$ cat src/rtl/uart_cmd_wrapper.sv
// Bridges UART bytes to 16-bit commands (high byte first) and pushes
// 8-bit response bytes back out through the UART transmitter.
module uart_cmd_wrapper #(
  parameter int unsigned TO_W    = 16,
  parameter int unsigned TIMEOUT = 16'hFFFF
) (
  input  logic        clk,
  input  logic        rst,
  input  logic        rx_rdy,
  input  logic [7:0]  rx_data,
  output logic        clr_rx_rdy,
  output logic [7:0]  tx_data,
  output logic        trmt,
  input  logic        tx_done,
  output logic [15:0] cmd,
  output logic        cmd_rdy,
  input  logic        clr_cmd_rdy,
  input  logic [7:0]  resp,
  input  logic        send_resp,
  output logic        resp_sent,
  output logic        tx_ovr
);

  typedef enum logic [1:0] {RX_H, RX_L, RX_VAL} rx_state_t;
  typedef enum logic {TX_IDLE, TX_BUSY} tx_state_t;

  localparam logic [TO_W-1:0] TO_LAST = TO_W'(TIMEOUT - 1);

  rx_state_t       rx_state;
  tx_state_t       tx_state;
  logic [TO_W-1:0] to_cnt;

  // Bytes are left with the UART core while a command is pending.
  always_comb begin
    clr_rx_rdy = 1'b0;
    if (rx_state == RX_H || rx_state == RX_L)
      clr_rx_rdy = rx_rdy;
  end

  always_ff @(posedge clk or posedge rst) begin
    if (rst) begin
      rx_state <= RX_H;
      cmd      <= '0;
      cmd_rdy  <= 1'b0;
      to_cnt   <= '0;
    end else begin
      case (rx_state)
        RX_H: begin
          if (rx_rdy) begin
            cmd[15:8] <= rx_data;
            to_cnt    <= '0;
            rx_state  <= RX_L;
          end
        end
        RX_L: begin
          if (rx_rdy) begin
            cmd[7:0] <= rx_data;
            cmd_rdy  <= 1'b1;
            rx_state <= RX_VAL;
          end else if (to_cnt == TO_LAST) begin
            rx_state <= RX_H;
          end else begin
            to_cnt <= to_cnt + TO_W'(1);
          end
        end
        RX_VAL: begin
          if (clr_cmd_rdy) begin
            cmd_rdy  <= 1'b0;
            rx_state <= RX_H;
          end
        end
        default: rx_state <= RX_H;
      endcase
    end
  end

  // A request coinciding with tx_done chains straight into the next byte.
  always_ff @(posedge clk or posedge rst) begin
    if (rst) begin
      tx_state  <= TX_IDLE;
      tx_data   <= '0;
      trmt      <= 1'b0;
      resp_sent <= 1'b0;
      tx_ovr    <= 1'b0;
    end else begin
      trmt      <= 1'b0;
      resp_sent <= 1'b0;
      case (tx_state)
        TX_IDLE: begin
          if (send_resp) begin
            tx_data  <= resp;
            trmt     <= 1'b1;
            tx_state <= TX_BUSY;
          end
        end
        TX_BUSY: begin
          if (tx_done) begin
            resp_sent <= 1'b1;
            if (send_resp) begin
              tx_data <= resp;
              trmt    <= 1'b1;
            end else begin
              tx_state <= TX_IDLE;
            end
          end else if (send_resp) begin
            tx_ovr <= 1'b1;
          end
        end
        default: tx_state <= TX_IDLE;
      endcase
    end
  end

endmodule

$ cat config.mk
export PLATFORM = sky130hd
export DESIGN_NAME = uart_cmd_wrapper
export DESIGN_NICKNAME = d
export VERILOG_FILES = /design/src/rtl/uart_cmd_wrapper.sv
export SDC_FILE = /design/constraint.sdc
export NUM_CORES = 1
export LEC_CHECK = 0
export BUFFER_PORTS_ARGS = -buffer_cell sky130_fd_sc_hd__buf_2
export CAP_MARGIN = 20
export CORE_UTILIZATION = 57
export DETAILED_ROUTE_END_ITERATION = 8
export HOLD_SLACK_MARGIN = 0.05
export PLACE_DENSITY = 0.84
export SYNTH_ARGS = -nofsm -noshare
export SYNTH_HDL_FRONTEND = slang
export SYNTH_SLANG_ARGS = --single-unit
$ cat constraint.sdc
create_clock -name clk -period 5 [get_ports clk]
set_input_delay 0.25 -clock clk [delete_from_list [all_inputs] [get_ports clk]]
set_output_delay 0.25 -clock clk [all_outputs]
set_load 0.05 [all_outputs]
==> results.py, run 1 <==
metrics = {
    "placement": {
        "place_inst": 277,
        "portBuffers": 50,
        "gp_congestion": 0.7975,
        "place_ws_ns": 3.002,
        "post-dp-hpwl_um": 2837,
    },
    "global_routing": {
        "grt_overflow": 0,
        "grtUsageTotal_pct": 21.91,
        "antenna_found_initial": 0,
        "grt_pass1_vias": 1553,
        "grt_pass1_wl_um": 6775,
        "grt_max_degree": 48,
    },
    "floorplan": {
        "row_count": 21,
        "core_area_sq_um": 3468,
        "boundaryPins": 51,
        "die_w_um": 63.16,
        "die-height_um": 63.16,
        "initial_core_util_pct": 61.47,
        "die-area_sq_um": 3989,
    },
    "synthesis": {
        "yosys-mux-area-fraction_pct": 12.68,
        "synth_xor_area_share_pct": 1.643,
        "synth_area_leaders": "dfrtp_1, mux2_2, nand2_1",
        "synth_compound_area_share_pct": 8.333,
        "synthesis.nets": 209,
        "ys_seq_area_share_pct": 55.16,
        "ys_async_sr_fraction_pct": 100.0,
        "yosysTopAreaCell": "dfrtp_1",
        "yosysTopAreaCellShare_pct": 55.16,
        "yosysMostFrequentCell": "dfrtp_1",
        "synthFlopType": "dfrtp_1",
        "synth.avg_cell_area_sq_um": 11.52,
        "syn-instance-count": 185,
        "syn_area_sq_um": 2132,
        "synth_simple_gate_area_share_pct": 18.43,
        "synth-edff-count": 0,
        "synth_top_family_by_area": "simple AND/OR/NAND/NOR gates",
        "synthAdderAreaFrac_pct": 1.174,
        "synthTopCellsByCount": "dfrtp_1, nand2_1, mux2_2",
        "ys_warn_count": 0,
        "ys_seq_elements": 47,
        "synth.distinct_cells": 41,
    },
    "route": {
        "vias": 1579,
        "drtIter0Drc": 90,
        "drc": 0,
        "wl_met1_um": 1792,
        "top_layer_used": "met4",
        "wl_met3_um": 216,
        "antenna_left": 0,
        "wl_per_cell_um": 13.81,
        "vias_per_cell": 5.540,
        "firstDrtPassIters": 4,
        "wl_um": 3937,
        "wl_met2_um": 1900,
    },
    "setup_path": {
        "r2r_setup_slack_ns": 2.97,
        "worstReg2RegStart": "rx_state[0]$_DFFE_PP0P_",
        "end_kind": "flip-flop",
        "crit_slowest_cell": "dfrtp_1",
        "worstPathBufferInverterCount": 0,
        "worstSetupPathType": "flip-flop to flip-flop",
        "setup.worst_path.start_class": "flip-flop",
        "path_max_fanout": 13,
        "required_ns": 5.24,
        "critPathMaxStageDelay_ns": 0.57,
        "reg2reg_depth": 4,
        "cp_cell_sequence": "or3b_1 -> a21o_1 -> or4_1 -> nand3_1",
        "crit_family": "simple AND/OR/NAND/NOR gates",
        "critPathLaunch": "rx_state[0]$_DFFE_PP0P_",
        "cp_data_arrival_time_ns": 2.27,
        "r2r_end": "to_cnt[15]$_DFFE_PP0P_",
    },
    "pwr": {
        "leakagePower_nw": 1.163,
        "clockPowerShare_pct": 16.7,
        "p_switching_mw": 0.6433,
        "p_sw_share_pct": 45.64,
        "peakVddDrop_v": 0.0004467,
        "p_per_area_nw_per_um2": 563.3,
        "p_comb_share_pct": 44.1,
        "power.internal_mw": 0.7663,
        "pwr-share-seq_pct": 39.2,
    },
    "clocking": {
        "cts_hold_buf": 0,
        "cts.htree.levels": 2,
        "cts_setup_buffers": 0,
        "clk_pin_slew_ns": 0.09,
        "cts_root_buf": "clkbuf_8",
        "insertion_delay_ns": 0.30,
        "cts_sinks": 47,
        "cts_tree": "done",
        "cts_resized": 0,
        "cts_buffers": 5,
        "cts_max_path_buffers": 2,
    },
    "sta": {
        "timing_max_transition_violations_final": 0,
        "fin_crit_ns": 2.029,
        "finalSetupViolations": 0,
        "postLayoutSetupSlackWorst_ns": 2.971,
        "fin_crit_sh_pct": 40.57,
        "grt_setup_unrepaired": "no",
        "worst_pin_slew_ns": 0.9091,
        "slew_headroom_pct": 39.30,
        "final_hold_viol_count": 0,
        "timing.hold.ws_ns": 0.1490,
        "setup_tns_ns": 0,
        "max_freq_mhz": 492.9,
        "fin_worst_skew_ns": 0.008382,
    },
    "finish": {
        "diodes": 0,
        "final_net_count": 262,
        "num-fill-cells": 278,
        "final_core_utilization_pct": 72.15,
        "final_cells": 285,
        "drive_gt1_share_pct": 38.08,
        "area_delta_synth_final_pct": 17.37,
    },
    "hold_path": {
        "worstHoldPathType": "primary input to asynchronous set/reset pin",
    },
    "outcome": {
        "status": "complete, no violations",
    },
    "flow_run": {
        "maxCapViolCount": 0,
    },
}
[worst max path at each step]
stage	to	slack [ns]	cells after the start
final	to_cnt[15]$_DFFE_PP0P_	2.97	4
after floorplan	cmd[0]$_DFFE_PP0P_	3.33	4
after CTS	to_cnt[15]$_DFFE_PP0P_	2.98	4
after global placement	to_cnt[15]$_DFFE_PP0P_	3.04	4
after detailed placement	to_cnt[15]$_DFFE_PP0P_	3.00	4
after global routing	to_cnt[15]$_DFFE_PP0P_	2.87	4
[power by group through the flow]
stage	combinational, mW	sequential (mW)	clock, mW
after global routing	0.657	0.565	0.258
after global placement	0.616	0.550	0
after detailed placement	0.627	0.558	0
after floorplan	0.218	0.829	0
final	0.622	0.552	0.235
after CTS	0.628	0.552	0.241
[routing by layer]
metal / global-route usage (%) / vias to the layer above
met3: 5.435 / 4
met2: 36.02 / 53
met4: 7.558 / 0
li1: - / 765
met5: 0 / -
met1: 28.15 / 757
[flip-flops by register name (all words and copies together), names as in the netlist]
register	flops
tx_data	8
trmt	1
tx_ovr	1
resp_sent	1
cmd_rdy	1
cmd	16
tx_state	1
rx_state	2
to_cnt	16
[per-stage QoR]
step / total power, mW / cell area [sq um]
6_report: 1.410 / 2502
5_1_grt: 1.480 / 2502
4_1_cts: 1.421 / 2502
3_5_place_dp: 1.185 / 2407
3_3_place_gp: 1.166 / 2407
2_1_floorplan: 1.048 / 2132
[area by class of cell]
cell class | instances | area (sq um) | area share [%]
timing repair buffer | 50 | 250.2 | 10.00
sequential | 47 | 1176 | 47.00
inverter | 6 | 22.52 | 0.9000
clock inverter | 1 | 8.758 | 0.3500
tap | 46 | 57.56 | 2.300
multi-input combinational | 128 | 900.9 | 36.00
clock buffer | 7 | 86.33 | 3.450
[cell usage in the layout (no fill, tap or decap), types with 3 or more instances in the layout]
cell type,Yosys,layout
a21o_1,3,3
a31oi_1,3,3
buf_2,1,50
clkbuf_8,0,6
dfrtp_1,47,47
inv_1,6,5
mux2_2,24,24
nand2_1,28,28
nand2b_1,4,4
nand3_1,15,15
nor2_1,6,6
nor3_1,4,4
o21ai_0,6,6
o311ai_1,3,3
[kinds of logic (layout without fill, tap and decap cells)]
family | Yosys count | in the layout
fa+ha+maj | 2 | 2
compound gates | 25 | 25
xor+xnor | 4 | 4
flops | 47 | 47
buf+inv | 10 | 64
mux | 24 | 24
simple gates | 73 | 73
Note: power is estimated with default switching activity, not from simulation.
==> run 2, diff against run 1 <==
--- a/config.mk
+++ b/config.mk
@@ -7,10 +7,10 @@
 export LEC_CHECK = 0
 export BUFFER_PORTS_ARGS = -buffer_cell sky130_fd_sc_hd__buf_2
 export CAP_MARGIN = 20
-export CORE_UTILIZATION = 57
+export CORE_UTILIZATION = 53
 export DETAILED_ROUTE_END_ITERATION = 8
 export HOLD_SLACK_MARGIN = 0.05
-export PLACE_DENSITY = 0.84
+export PLACE_DENSITY = 0.79
 export SYNTH_ARGS = -nofsm -noshare
 export SYNTH_HDL_FRONTEND = slang
 export SYNTH_SLANG_ARGS = --single-unit
==> constraint.sdc (replaced) <==
create_clock -name clk -period 2 [get_ports clk]
set_input_delay 0.1 -clock clk [delete_from_list [all_inputs] [get_ports clk]]
set_output_delay 0.1 -clock clk [all_outputs]
set_load 0.05 [all_outputs]
==> run 2 against run 1 <==
Count of clock-buffer cells in the layout decreased by 2. Cell count rose by 9.5%. Register-to-register slack got worse by 2.8 ns. Non-clock buffer count is 25 higher. Worst hold slack got worse by 0.10 ns. Worst setup slack lost 2.8 ns. Clock skew hardly changed. Flip-flop and latch count is the same. Critical endpoint is now to_cnt[10]$_DFFE_PP0P_. Largest power group unchanged. Highest routed layer unchanged.
==> results.py, run 2 (synthesis results as in run 1) <==
metrics = {
    "sta": {
        "slew_headroom_pct": 66.04,
        "setup_tns_ns": 0,
        "fin_crit_ns": 1.864,
        "grt_setup_unrepaired": "no",
        "fin_worst_skew_ns": 0.008324,
        "postLayoutSetupSlackWorst_ns": 0.1358,
        "max_freq_mhz": 536.4,
        "finalSetupViolations": 0,
        "final_hold_viol_count": 0,
        "worst_pin_slew_ns": 0.5094,
        "timing_max_transition_violations_final": 0,
        "fin_crit_sh_pct": 93.21,
    },
    "setup_path": {
        "crit_family": "compound AO/OA/AOI/OAI gates",
        "worstReg2RegStart": "to_cnt[0]$_DFFE_PP0P_",
        "critPathMaxStageDelay_ns": 0.50,
        "worstSetupPathType": "flip-flop to flip-flop",
        "required_ns": 2.17,
        "crit_slowest_cell": "a311o_2",
        "crit_cells": 8,
        "path_max_fanout": 10,
        "worstPathBufferInverterCount": 2,
        "critPathLaunch": "to_cnt[0]$_DFFE_PP0P_",
        "critical_path.endpoint": "to_cnt[10]$_DFFE_PP0P_",
        "r2r_setup_slack_ns": 0.14,
        "r2r_end": "to_cnt[10]$_DFFE_PP0P_",
        "end_kind": "flip-flop",
        "reg2reg_depth": 8,
        "setup.worst_path.start_class": "flip-flop",
        "cp_data_arrival_time_ns": 2.03,
        "cp_cell_sequence": "inv_1 -> ha_1 -> nand3_1 -> nor4_4 -> a311o_2 -> buf_4 -> nand2_1 -> o311ai_1",
    },
    "finish": {
        "layout_common_cells": "buf_2, dfrtp_1, nand2_1, mux2_2, dlygate4sd3_1",
        "layout_commonest_cell": "buf_2",
        "area_delta_synth_final_pct": 30.34,
        "top_regs": "cmd: 16 flops, to_cnt: 16 flops, tx_data: 8 flops",
        "drive_gt1_share_pct": 38.64,
        "num-fill-cells": 223,
        "final_net_count": 287,
        "diodes": 0,
    },
    "route": {
        "wl_per_cell_um": 15.43,
        "firstDrtPassIters": 5,
        "wl_um": 4814,
        "drtIter0Drc": 97,
        "antenna_left": 0,
        "drc": 0,
        "vias_per_cell": 5.551,
        "vias": 1732,
    },
    "pwr": {
        "pwr-share-seq_pct": 34.3,
        "p_comb_share_pct": 44.3,
        "p_sw_share_pct": 43.20,
        "power.internal_mw": 2.231,
        "leakagePower_nw": 1.294,
        "p_per_area_nw_per_um2": 1414,
        "clockPowerShare_pct": 21.3,
        "p_switching_mw": 1.697,
        "peakVddDrop_v": 0.0009416,
    },
    "clocking": {
        "insertion_delay_ns": 0.30,
        "cts_max_path_buffers": 2,
        "cts_root_buf": "clkbuf_8",
        "cts.htree.levels": 2,
        "cts_sinks": 47,
        "cts_buffers": 5,
        "clk_pin_slew_ns": 0.09,
        "cts_tree": "done",
    },
    "placement": {
        "portBuffers": 50,
        "post-dp-hpwl_um": 3206,
        "place_ws_ns": 0.1323,
        "gp_congestion": 1.005,
    },
    "hold_path": {
        "worstHoldPathType": "primary input to flip-flop",
    },
    "floorplan": {
        "boundaryPins": 51,
        "die-area_sq_um": 4280,
        "row_count": 22,
        "die-height_um": 65.43,
        "die_w_um": 65.43,
        "initial_core_util_pct": 56.54,
        "core_area_sq_um": 3771,
    },
    "global_routing": {
        "grt_overflow": 0,
        "grt_max_degree": 19,
        "grt_pass1_vias": 1688,
        "grtUsageTotal_pct": 24.82,
        "antenna_found_initial": 0,
        "grt_pass1_wl_um": 7831,
    },
    "outcome": {
        "status": "complete, no violations",
    },
    "flow_run": {
        "maxCapViolCount": 0,
    },
}
==> run 2: worst min path at each step <==
stage,startpoint,to,slack [ns],cells after the start
after global placement,rst,tx_data[6]$_DFFE_PP0P_,0.08,2
after CTS,rx_data[0],cmd[0]$_DFFE_PP0P_,0.05,2
after detailed placement,rst,tx_data[6]$_DFFE_PP0P_,0.08,2
final,rx_data[7],cmd[7]$_DFFE_PP0P_,0.05,2
after global routing,rx_data[0],cmd[8]$_DFFE_PP0P_,0.05,2
after floorplan,send_resp,tx_state$_DFF_PP0_,0.20,2
==> run 2: per-layer routing <==
layer / vias up / global-route usage [%] / wire, um
met3: 8 / 5.035 / 252
met4: 0 / 8.696 / 63
li1: 819 / - / -
met5: - / 0 / 0
met2: 63 / 42.40 / 2567
met1: 842 / 31.17 / 1932
==> run 2: worst register-to-register path, stage by stage (launching register included) <==
cell,delay [ns]
dfrtp_2,0.42
inv_1,0.07
ha_1,0.20
nand3_1,0.13
nor4_4,0.06
a311o_2,0.50
buf_4,0.19
nand2_1,0.06
o311ai_1,0.09
==> run 2: what timing repair did <==
item                                    in CTS  in global routing
resized for setup                            0                  1
buffers inserted                             0                  0
hold buffers                                14                  2
endpoints found under the setup margin       0                  2
hold endpoints to repair                    29                  2
==> run 2: final cells by class <==
| cell class | count | area [sq um] | share of cell area (%) |
|---|---|---|---|
| multi-input combinational | 128 | 900.9 | 32.42 |
| clock buffer | 5 | 68.82 | 2.476 |
| timing repair buffer | 75 | 478.0 | 17.20 |
| inverter | 6 | 22.52 | 0.8104 |
| tap | 48 | 60.06 | 2.161 |
| sequential | 47 | 1177 | 42.37 |
| clock inverter | 3 | 71.32 | 2.566 |
==> run 2: power by group through the flow <==
stage                     combinational [mW]  sequential, mW  clock (mW)
after floorplan                        0.546            2.07           0
after global placement                  1.68            1.34           0
after detailed placement                1.70            1.35           0
after CTS                               1.73            1.34       0.842
after global routing                    1.84            1.37       0.881
final                                   1.74            1.35       0.838
==> run 2: through the flow <==
stage | hold WS [ns] | cells | power (mW) | area, sq um | utilization (%)
after CTS | 0.05008 | 310 | 3.906 | 2758 | 73.13
after detailed placement | 0.07784 | 288 | 3.056 | 2477 | 65.69
after global routing | 0.05084 | 312 | 4.096 | 2779 | 73.69
after global placement | 0.07529 | 288 | 3.017 | 2477 | 65.69
after floorplan | 0.2030 | 185 | 2.619 | 2132 | -
final | 0.04897 | 312 | 3.928 | 2779 | 73.69
==> run 3, diff against run 2 <==
--- a/config.mk
+++ b/config.mk
@@ -9,6 +9,7 @@
 export CAP_MARGIN = 20
 export CORE_UTILIZATION = 53
 export DETAILED_ROUTE_END_ITERATION = 8
+export GPL_TIMING_DRIVEN = 0
 export HOLD_SLACK_MARGIN = 0.05
 export PLACE_DENSITY = 0.79
 export SYNTH_ARGS = -nofsm -noshare
==> run 3 against run 2 <==
Wire length increased by 3.1%. Clock power down 29%. Sequential power barely moved. Via count fell by 1.6%. Cell area shrank 2.0%. Non-clock buffer count is 3 lower. Fmax grew 1.8%. Total power decreased by 7.1%. Clock skew shrank 0.0017 ns. Worst setup slack gained 0.033 ns. Critical path depth stayed put. Largest cell class unchanged. Highest routed layer unchanged.
==> results.py, run 3 (synthesis results as in run 1) <==
metrics = {
    "finish": {
        "area_delta_synth_final_pct": 27.76,
        "top_regs": "cmd: 16 flops, to_cnt: 16 flops, tx_data: 8 flops",
        "layout_common_cells": "buf_2, dfrtp_1, nand2_1, mux2_2, dlygate4sd3_1",
        "layout_commonest_cell": "buf_2",
        "diodes": 0,
        "final_net_count": 284,
        "final_cells": 309,
        "drive_gt1_share_pct": 36.40,
    },
    "route": {
        "wl_um": 4965,
        "vias": 1705,
        "drtIter0Drc": 73,
        "firstDrtPassIters": 4,
        "vias_per_cell": 5.518,
        "wl_per_cell_um": 16.07,
        "drc": 0,
        "antenna_left": 0,
    },
    "clocking": {
        "insertion_delay_ns": 0.30,
        "cts_root_buf": "clkbuf_8",
        "cts_max_path_buffers": 2,
        "cts_resized": 0,
        "cts_setup_buffers": 0,
        "cts_tree": "done",
        "cts_buffers": 5,
        "cts.htree.levels": 2,
        "cts_sinks": 47,
        "clk_pin_slew_ns": 0.09,
    },
    "floorplan": {
        "die-height_um": 65.43,
        "die-area_sq_um": 4280,
        "row_count": 22,
        "core_area_sq_um": 3771,
        "initial_core_util_pct": 56.54,
        "boundaryPins": 51,
        "die_w_um": 65.43,
    },
    "outcome": {
        "status": "complete, no violations",
    },
    "hold_path": {
        "min_path_cells": 2,
        "min_to": "tx_data[5]$_DFFE_PP0P_",
        "worstHoldPathType": "primary input to flip-flop",
        "worstHoldStart": "resp[5]",
    },
    "sta": {
        "final_hold_viol_count": 0,
        "worst_pin_slew_ns": 0.7001,
        "fin_crit_ns": 1.831,
        "grt_setup_unrepaired": "no",
        "finalSetupViolations": 0,
        "timing.hold.ws_ns": 0.05288,
        "slew_headroom_pct": 53.16,
        "setup_tns_ns": 0,
        "fin_crit_sh_pct": 91.54,
        "max_freq_mhz": 546.2,
        "timing_max_transition_violations_final": 0,
        "fin_worst_skew_ns": 0.006591,
    },
    "setup_path": {
        "cp_data_arrival_time_ns": 2.00,
        "critPathLaunch": "to_cnt[0]$_DFFE_PP0P_",
        "r2r_end": "to_cnt[6]$_DFFE_PP0P_",
        "worstReg2RegStart": "to_cnt[0]$_DFFE_PP0P_",
        "r2r_setup_slack_ns": 0.17,
        "worstSetupPathType": "flip-flop to flip-flop",
        "reg2reg_depth": 8,
        "path_max_fanout": 10,
        "setup.worst_path.start_class": "flip-flop",
        "end_kind": "flip-flop",
        "required_ns": 2.17,
    },
    "pwr": {
        "p_per_area_nw_per_um2": 1340,
        "p_switching_mw": 1.706,
        "p_comb_share_pct": 46.3,
        "power.internal_mw": 1.944,
        "peakVddDrop_v": 0.001235,
        "leakagePower_nw": 1.276,
        "power_mw": 3.650,
        "pwr-share-seq_pct": 37.5,
        "p_sw_share_pct": 46.75,
        "clockPowerShare_pct": 16.2,
    },
    "global_routing": {
        "grt_pass1_vias": 1673,
        "grt_overflow": 0,
        "grt_max_degree": 31,
        "antenna_found_initial": 0,
        "grtUsageTotal_pct": 24.29,
        "grt_pass1_wl_um": 7755,
    },
    "placement": {
        "portBuffers": 50,
        "place_inst": 284,
        "post-dp-hpwl_um": 3103,
        "gp_congestion": 0.8337,
    },
    "flow_run": {
        "maxCapViolCount": 0,
    },
}
## run 3: cell types whose count changed in the layout (fill, tap and decap cells not counted), sizes merged
| cell | previous run | this run |
|---|---|---|
| clkbuf | 5 | 6 |
| buf | 59 | 53 |
| dlygate4sd3 | 16 | 17 |
| clkinv | 0 | 1 |
| inv | 7 | 8 |
| bufinv | 2 | 0 |
| dlymetal6s2s | 0 | 1 |
## run 3: repair_timing
| action | CTS | global route |
|---|---|---|
| hold buffers | 16 | 1 |
| endpoints found under the hold margin | 35 | 2 |
| endpoints found under the setup margin | 0 | 0 |
## run 3: worst max path at each step
stage / to / slack (ns) / cells after the start
floorplan: cmd[0]$_DFFE_PP0P_ / 0.33 / 4
CTS: to_cnt[6]$_DFFE_PP0P_ / 0.16 / 8
detailed placement: to_cnt[6]$_DFFE_PP0P_ / 0.18 / 8
global placement: to_cnt[6]$_DFFE_PP0P_ / 0.20 / 8
global route: to_cnt[7]$_DFFE_PP0P_ / 0.05 / 8
finish: to_cnt[6]$_DFFE_PP0P_ / 0.17 / 8
## run 3: stage by stage
| step | area [sq um] | setup WS [ns] | utilization, % |
|---|---|---|---|
| after floorplan | 2132 | 0.3261 | - |
| after global placement | 2442 | 0.1965 | 64.76 |
| after detailed placement | 2462 | 0.1779 | 65.30 |
| after CTS | 2714 | 0.1601 | 71.96 |
| after global routing | 2724 | 0.05184 | 72.23 |
| final | 2724 | 0.1691 | 72.23 |
## run 3: area by class of cell
class                      count  area [sq um]
clock inverter                 3         22.52
inverter                       6         22.52
multi-input combinational    128         900.9
fill                         244          1047
buffer                         4         32.53
clock buffer                   5         68.82
tap                           48         60.06
timing repair buffer          68         440.4
sequential                    47          1176
## run 3: metal layers
| layer | GRT usage [%] | vias up | share of wire, % |
|---|---|---|---|
| li1 | - | 811 | - |
| met1 | 30.15 | 834 | 42 |
| met2 | 42.91 | 50 | 52 |
| met3 | 5.556 | 10 | 4.2 |
| met4 | 5.435 | 0 | 1.8 |
| met5 | 0 | - | 0 |
## run 3: critical path: stages (launching register included)
cell	delay [ns]
dfrtp_1	0.43
inv_1	0.06
ha_1	0.21
nand3_1	0.13
nor4_4	0.06
a311o_2	0.47
buf_6	0.17
nand2_1	0.06
o311ai_0	0.10
## run 3: power groups by stage
stage | Sequential [mW] | Combinational (mW) | Clock (mW)
after floorplan | 2.07 | 0.546 | 0
after global placement | 1.36 | 1.62 | 0
after CTS | 1.36 | 1.68 | 0.595
after global routing | 1.40 | 1.78 | 0.632
final | 1.37 | 1.69 | 0.591
after detailed placement | 1.38 | 1.65 | 0
